==> src/rtl/muldiv_seq_pkg.sv <==
// Shared definitions for the execute-stage units.
// ALU and multiply/divide operation encodings.
package muldiv_seq_pkg;

  typedef enum logic [2:0] {
    ALU_ADD,
    ALU_SUB,
    ALU_AND,
    ALU_OR,
    ALU_XOR
  } alu_t;

  typedef enum logic [2:0] {
    MUL,
    MULH,
    MULHSU,
    MULHU,
    DIV,
    DIVU,
    REM,
    REMU
  } muldiv_t;

endpackage

==> src/rtl/muldiv_seq_alu.sv <==
// Small 32-bit ALU, reused here for two's-complement negation.
// Purely combinational.
module muldiv_seq_alu
  import muldiv_seq_pkg::*;
(
  input  alu_t        op,
  input  logic [31:0] a,
  input  logic [31:0] b,
  output logic [31:0] y
);

  // operation select
  always_comb begin
    y = '0;
    unique case (op)
      ALU_ADD: y = a + b;
      ALU_SUB: y = a - b;
      ALU_AND: y = a & b;
      ALU_OR:  y = a | b;
      ALU_XOR: y = a ^ b;
      default: y = '0;
    endcase
  end

endmodule

==> src/rtl/muldiv_seq.sv <==
// Iterative RV32M multiply/divide unit.
// Fixed 35-cycle latency; optional divide-by-zero early exit.
module muldiv_seq
  import muldiv_seq_pkg::*;
#(
  parameter bit EARLY_OUT = 1'b1
) (
  input  logic        clk,
  input  logic        rst,
  input  logic        start,
  input  muldiv_t     op,
  input  logic [31:0] a,
  input  logic [31:0] b,
  input  logic        flush,
  output logic        ready,
  output logic        busy,
  output logic        done,
  output logic [31:0] result
);

  typedef enum logic [2:0] {
    IDLE, PREP, ITER, FIX, DONE
  } state_t;

  state_t      st, nx;
  muldiv_t     op_q;
  logic [31:0] a_q, b_q, mc_q, res_q;
  logic [63:0] acc, step;
  logic [4:0]  cnt;
  logic        sgn_q;

  logic        is_div, is_mulh, hi_sel;
  logic        neg_a, neg_b, b_zero, bypass;
  logic [31:0] alu_in, alu_y, raw, fix_val;
  logic [31:0] abs_a, abs_b;
  logic [32:0] sub_a, sub_b, diff, sum33, hi_n;

  assign is_div  = op_q[2];
  assign is_mulh = op_q inside {MULH, MULHSU, MULHU};
  assign hi_sel  = is_mulh || (op_q inside {REM, REMU});
  assign neg_a   = a_q[31] &&
                   !(op_q inside {MULHU, DIVU, REMU});
  assign neg_b   = b_q[31] &&
                   (op_q inside {MUL, MULH, DIV, REM});
  assign b_zero  = (b_q == 32'd0);
  assign bypass  = EARLY_OUT && is_div && b_zero;

  // Word to sign-fix: product half, quotient or remainder.
  assign raw = hi_sel ? acc[63:32] : acc[31:0];

  // PREP negates a; FIX negates the selected word.
  assign alu_in = (st == PREP) ? a_q : raw;

  muldiv_seq_alu u_alu (
    .op (ALU_SUB),
    .a  (32'd0),
    .b  (alu_in),
    .y  (alu_y)
  );

  // The idle divide subtractor negates b during PREP.
  always_comb begin
    sub_a = {acc[63:32], acc[31]};
    sub_b = {1'b0, mc_q};
    if (st == PREP) begin
      sub_a = 33'd0;
      sub_b = {1'b0, b_q};
    end
  end

  assign diff  = sub_a - sub_b;
  assign abs_a = neg_a ? alu_y : a_q;
  assign abs_b = neg_b ? diff[31:0] : b_q;
  assign sum33 = {1'b0, acc[63:32]} + {1'b0, mc_q};
  assign hi_n  = acc[0] ? sum33 : {1'b0, acc[63:32]};

  // One shift-add or one restoring-divide step.
  always_comb begin
    step = {hi_n, acc[31:1]};
    if (is_div) begin
      if (!diff[32])
        step = {diff[31:0], acc[30:0], 1'b1};
      else
        step = {acc[62:0], 1'b0};
    end
  end

  // Negating a 64-bit product: the borrow out of the
  // low word is set unless it is zero, so the high word
  // is either negated or merely inverted.
  always_comb begin
    fix_val = raw;
    if (sgn_q) begin
      if (is_mulh && (acc[31:0] != 32'd0))
        fix_val = ~raw;
      else
        fix_val = alu_y;
    end
  end

  // state register
  always_ff @(posedge clk or posedge rst) begin
    if (rst) st <= IDLE;
    else     st <= nx;
  end

  // next-state logic
  always_comb begin
    nx = st;
    if (flush) begin
      nx = IDLE;
    end else begin
      unique case (st)
        IDLE: if (start) nx = PREP;
        PREP: nx = bypass ? FIX : ITER;
        ITER: if (cnt == 5'd31) nx = FIX;
        FIX:  nx = DONE;
        DONE: nx = IDLE;
        default: nx = IDLE;
      endcase
    end
  end

  // operand capture, iteration datapath and result
  always_ff @(posedge clk or posedge rst) begin
    if (rst) begin
      op_q  <= MUL;
      a_q   <= '0;
      b_q   <= '0;
      mc_q  <= '0;
      acc   <= '0;
      cnt   <= '0;
      sgn_q <= 1'b0;
      res_q <= '0;
    end else if (!flush) begin
      case (st)
        IDLE: begin
          if (start) begin
            op_q <= op;
            a_q  <= a;
            b_q  <= b;
          end
        end
        PREP: begin
          mc_q <= abs_b;
          cnt  <= '0;
          if (bypass)
            acc <= {abs_a, 32'hFFFF_FFFF};
          else
            acc <= {32'd0, abs_a};
          if (!is_div)
            sgn_q <= neg_a ^ neg_b;
          else if (op_q[1])
            sgn_q <= neg_a;
          else
            sgn_q <= (neg_a ^ neg_b) && !b_zero;
        end
        ITER: begin
          acc <= step;
          cnt <= cnt + 5'd1;
        end
        FIX: res_q <= fix_val;
        default: ;
      endcase
    end
  end

  assign ready  = (st == IDLE);
  assign busy   = (st == PREP) || (st == ITER) || (st == FIX);
  assign done   = (st == DONE);
  assign result = res_q;

endmodule

==> config.mk <==
export PLATFORM = sky130hd
export DESIGN_NAME = muldiv_seq
export DESIGN_NICKNAME = d
export VERILOG_FILES = /design/src/rtl/muldiv_seq_pkg.sv /design/src/rtl/muldiv_seq_alu.sv /design/src/rtl/muldiv_seq.sv
export SDC_FILE = /design/constraint.sdc
export NUM_CORES = 1
export LEC_CHECK = 0
export BUFFER_PORTS_ARGS = -buffer_cell sky130_fd_sc_hd__buf_2
export CORE_UTILIZATION = 30
export DETAILED_ROUTE_END_ITERATION = 8
export PLACE_DENSITY = 0.56
export SYNTH_ARGS = -nofsm -noshare
export SYNTH_HDL_FRONTEND = slang
export SYNTH_SLANG_ARGS = --single-unit
==> constraint.sdc <==
create_clock -name clk -period 10.21 [get_ports clk]
set_clock_uncertainty 0.2 [all_clocks]
set_input_delay 2.5525 -clock clk [delete_from_list [all_inputs] [get_ports clk]]
set_output_delay 2.5525 -clock clk [all_outputs]
set_load 0.01 [all_outputs]
# == Word level (Yosys, flattened, before mapping) ==
# Cells that the tools add are included.
# word_totals
reg_bits,204
in_bits,71
output_inout_bits,35
elab_cells,75
# classes
addsub,4
eq_ne,14
n_mux,21
n_bitwise,3
n_reduce_logical,24
# op_table
operator,count
two-way mux 32 bit,7
two-way mux 64 bit,3
case mux 64 bit (2 select lines),1
two-way mux 33 bit,2
adder 32 x 32 -> 33 bit,1
subtractor 33 bit,1
logical NOT 32 bit,1
NOT 32 bit,1
nonzero test 32 bit,1
subtractor 1 x 32 -> 32 bit (first input constant),1
== test 3 bit (second input constant),5
== test 3 x 2 -> 1 bit (second input constant),4
case mux 3 bit (4 select lines),1
case mux 5 bit (2 select lines),1
two-way mux 3 bit,3
AND reduction 2 bit,4
== test 3 x 1 -> 1 bit (second input constant),2
logical NOT 3 bit,2
!= test 3 bit (second input constant),2
nonzero test 3 bit,2
adder 5 x 1 -> 5 bit (second input constant),1
== test 5 bit (second input constant),1
logical AND 1 bit,5
nonzero test 2 bit,2
other kinds (7),12

# == Longest topological paths before layout ==
# logic_depth
word_depth,9
mapped_depth,28
depth_no_buf,16

# == By module ==
# Synthesis repeated with hierarchy kept, for this count alone.
# unflattened
cells_unflattened,2464
area_unflattened_um2,19583.8
# modules_own_cells
mod,n_inst,cells_each,area_per_inst_um2,seq_area_each_um2
muldiv_seq,1,1852,15436.1,5104.9
muldiv_seq_alu,1,612,4147.7,0.0

# == Worst setup path after synthesis ==
# No wires, ideal clock.
# synth_path
path_kind,flip-flop to flip-flop
start,register st[0]
end,register acc[40]
setup_time_ns,0.118
arrival_time_ns,5.470
required_time_ns,9.892
path_slack_ns,4.422
stages_incl_launch_ff,27
path_buffers,11
period_less_slack_ns,5.788
path_cell_list,dfrtp_1 > or3b_1 > buf_6 > buf_6 > buf_2 > buf_1 > clkbuf_1 > buf_2 > clkbuf_1 > clkbuf_1 > clkbuf_1 > nand2_1 > nand2_1 > ha_1 > inv_1 > fa_1 > a211o_1 > a211oi_1 > nor4_1 > a21boi_0 > a21oi_1 > xor2_1 > buf_2 > buf_2 > mux2i_1 > nand2_1 > a21o_1
# synth_via
elab_chain_len,6
elab_cells_between_ends,14
cone_classes,add/sub (2); eq/ne (2); mux (8); reduce/logical (2)
# synth_lines
element,line_no,source
"start, declared",muldiv_seq.sv:25,"state_t st, nx;"
"start signal, assigned",muldiv_seq.sv:104,else st <= nx;
== test 3 x 1 -> 1 bit,"muldiv_seq.sv:52, muldiv_seq.sv:65, muldiv_seq.sv:136",
two-way mux 33 bit (tied with other cells),muldiv_seq.sv:65,if (st == PREP) begin
subtractor 33 bit / subtractor 1 x 32 -> 32 bit (equally long branches),"muldiv_seq.sv:71, muldiv_seq_alu.sv:17",
two-way mux 64 bit / two-way mux 32 bit (equally long branches),"muldiv_seq.sv:81, muldiv_seq.sv:72",
"two-way mux 64 bit, on equally long branches","muldiv_seq.sv:80, muldiv_seq.sv:147",
case mux 64 bit (2 select lines),muldiv_seq.sv:136,case (st)
"end signal, assigned",muldiv_seq.sv:148,"acc <= {abs_a, 32'hFFFF_FFFF};"
"end signal, assigned",muldiv_seq.sv:150,"acc <= {32'd0, abs_a};"
"end signal, assigned",muldiv_seq.sv:159,acc <= step;
"end, declared",muldiv_seq.sv:28,"logic [63:0] acc, step;"
# Parallel ways exist; a longest one is shown, timed or not.
# A chain may end at the register's enable or synchronous reset.

# == Final worst setup path ==
# layout_path
start,register st[1]
end,register acc[52]
# The elaborated chain is that of the path after synthesis.

==> impl_metrics.sql <==
INSERT INTO impl_metrics (metric_group, metric, value, unit) VALUES
('status', 'run_status', 'completed', ''),
('route', 'antenna_left', '0', ''),
('setup_path', 'critPathRequiredTime', '10460', 'ps'),
('synth', 'synth.avg_cell_area', '8.37', 'µm²'),
('floorplan', 'io-pin-count', '106', ''),
('synth', 'synth_top_cell_area_share', '30.2', '%'),
('grt', 'layer_carrying_the_most_global_route_usage', 'met2', ''),
('clock_network', 'latest_clock_arrival_within_the_worst_skew_pair', '570', 'ps'),
('synth', 'syn-num-nets', '2159', ''),
('synth', 'synthCells', '2019', ''),
('grt', 'vias_in_the_first_global_route', '15500', ''),
('clock_network', 'cts_inserted_buffers', '25', ''),
('timing', 'grt_setup_unrepaired', 'no', ''),
('floorplan', 'die_height', '239', 'µm'),
('timing', 'final_setup_fails', '0', ''),
('clock_network', 'ctsHtreeMaxLevel', '1', ''),
('timing', 'slew_violations', '0', ''),
('grt', 'global_route.usage.met1', '25.2', '%'),
('synth', 'synth-async-reset-ratio', '100', '%'),
('floorplan', 'dieArea', '57300', 'µm²'),
('synth', 'synth-seq-area-share', '30.2', '%'),
('finish', 'drive_above_1_share', '15.0', '%'),
('clock_network', 'cts_setup_buffers', '0', ''),
('setup_path', 'critical_path_peak_fanout', '31', ''),
('synth', 'synth.cell_area', '16900', 'µm²'),
('synth', 'synth.largest_area_cell', 'dfrtp_1', ''),
('synth', 'xor_xnor_fraction_of_synth_area', '4.82', '%'),
('grt', 'grt_use_met2', '35.7', '%'),
('route', 'detail_route.wirelength', '58900', 'µm'),
('power_and_ir_drop', 'swShare', '48.5', '%'),
('synth', 'yosys.cell_types.count', '85', ''),
('power_and_ir_drop', 'power.share.combinational', '57.2', '%'),
('placement', 'post-dp-hpwl', '43800', 'µm'),
('finish', 'synthToLayoutAreaGrowth', '12.1', '%'),
('placement', 'dp.cells', '2768', ''),
('power_and_ir_drop', 'power.density', '303', 'nW/µm²'),
('synth', 'synth_adder_area_share', '5.20', '%'),
('setup_path', 'setup.worst_path.start_class', 'register', ''),
('flow_run', 'cap_violations', '0', ''),
('synth', 'synth-compound-area-share', '23.9', '%'),
('timing', 'period_minus_slack', '5270', 'ps'),
('placement', 'routabilityCongestion', '0.921', ''),
('synth', 'postSynthRegisterBits', '204', ''),
('synth', 'synth.yosys.warnings', '0', ''),
('route', 'vias', '15900', ''),
('route', 'route.detailed.wl_per_inst', '20.9', 'µm'),
('setup_path', 'critPathKind', 'reg2reg', ''),
('power_and_ir_drop', 'total_chip_power', '5750', 'µW'),
('setup_path', 'critPathArrivalTime', '5520', 'ps'),
('synth', 'synth_mux_area_share', '14.7', '%'),
('floorplan', 'die_width', '239', 'µm'),
('finish', 'design.final.nets', '2187', ''),
('timing', 'highest_clock_rate', '0.190', 'GHz'),
('min_path', 'hold_path.class', 'reg2reg', ''),
('power_and_ir_drop', 'internal-power', '2960', 'µW'),
('grt', 'gr-total-overflow', '0', ''),
('grt', 'global_route.usage.met3', '2.47', '%'),
('synth', 'yosys.area_share.simple', '17.5', '%'),
('route', 'first_iter_violations', '1365', ''),
('power_and_ir_drop', 'power.sequential.fraction', '26.4', '%'),
('clock_network', 'clock_sinks', '204', ''),
('timing', 'max_slew.worst_pin.slew', '1050', 'ps'),
('power_and_ir_drop', 'netSwitchingPower', '2790', 'µW'),
('clock_network', 'cts_root_buf', 'clkbuf_16', ''),
('placement', 'port_buffers', '105', ''),
('timing', 'fin_tns_setup', '0', 'ps'),
('grt', 'grt_first_pass_wirelength', '91400', 'µm'),
('route', 'drt_pre_antenna_iters', '8', ''),
('timing', 'post-route-worst-setup-slack', '4940', 'ps'),
('clock_network', 'post_cts_resized', '0', ''),
('placement', 'pre_cts_slack', '5000', 'ps');
-- worst paths after layout --
path                       slack, ps       start  depth (start not counted)    endpoint
min in group asynchronous       1890         rst                          2  result[23]
max in group asynchronous       6500         rst                          3      b_q[4]
max                             4940       st[1]                         18     acc[52]
max reg2reg                     4940       st[1]                         18     acc[52]
min                              280  result[14]                          1  result[14]
min reg2reg                      280  result[14]                          1  result[14]
-- stage by stage --
step                      hold WS [ps]  cell area [µm²]  util (%)
after floorplan                    277            16900         -
after global placement             260            18100      32.7
after detailed placement           270            18100      32.7
after CTS                          282            19000      34.2
after global routing               304            19000      34.2
final                              277            19000      34.2
-- sequential cells by signal, indices dropped and copies added, names as in the netlist --
name	flops
acc	64
mc_q	32
op_q	3
st	3
sgn_q	1
result	32
cnt	5
b_q	32
a_q	32
-- power groups by stage --
stage | sequential [µW] | combinational, µW | clock [µW]
floorplan | 1350 | 2420 | 0
global placement | 1520 | 3230 | 0
detailed placement | 1520 | 3260 | 0
CTS | 1510 | 3280 | 969
global route | 1550 | 3620 | 995
finish | 1520 | 3290 | 944
-- cell type report --
type / count / area (µm²)
fill: 5751 / 36500
multi-input combinational: 1664 / 11200
sequential: 204 / 5110
tap: 748 / 936
clock buffer: 41 / 766
timing repair buffer: 133 / 736
clock inverter: 5 / 90.1
inverter: 19 / 78.8
-- placed cells by master (no fill, tap or decap), types with 11 or more instances in the layout --
master	netlist	routed
a211oi_1	24	24
a21o_1	40	39
a21oi_1	168	168
a31oi_1	24	24
and2_1	38	38
and3_1	11	11
buf_2	13	105
buf_4	0	28
clkbuf_16	0	25
dfrtp_1	204	202
ha_1	67	67
inv_1	17	16
mux2_2	102	102
mux2i_1	134	134
nand2_1	217	215
nand2b_1	12	12
nand3_1	36	34
nand4_1	13	13
nor2_1	153	152
nor2b_1	18	18
nor3_1	41	40
nor4_1	30	30
o211ai_1	32	32
o21ai_0	202	202
o221ai_1	23	23
o31ai_1	12	12
or3_1	14	14
xnor2_1	47	47
xor2_1	46	45
-- per-layer routing --
| layer | share of wire [%] | vias to the layer above |
|---|---|---|
| met3 | 5.0 | 117 |
| met5 | 0.029 | - |
| li1 | - | 7555 |
| met4 | 3.8 | 2 |
| met2 | 50 | 491 |
| met1 | 42 | 7767 |
-- logic make-up (layout without fill, tap and decap cells) --
group,Yosys count,count (layout)
buf+inv,151,198
compound gates,646,646
simple gates,620,620
mux,236,236
xor+xnor,93,93
flops,204,204
fa+ha+maj,69,69
-- cell usage after synthesis (all sizes together) (36+ instances only) --
cell	number
clkbuf	100
nor3	41
mux2i	134
xnor2	47
nor2	153
dfrtp	204
nand2	217
a21o	40
a21oi	168
xor2	46
o21ai	208
and2	40
mux2	102
ha	67
nand3	36
-- worst max-delay path: stages, from the launching register on --
cell and delay, ps:
dfrtp_1 480, nor3b_2 200, buf_4 480, nand2_1 110, nand2_1 80, ha_1 160, inv_1 60, fa_1 420
a211o_1 300, a211oi_1 430, nor4_1 170, a21boi_0 390, a21oi_1 210, xor2_2 160, buf_4 390, inv_2 230
mux2i_1 210, nor2_1 50, or3_1 380
(Power assumes the default switching activity.)
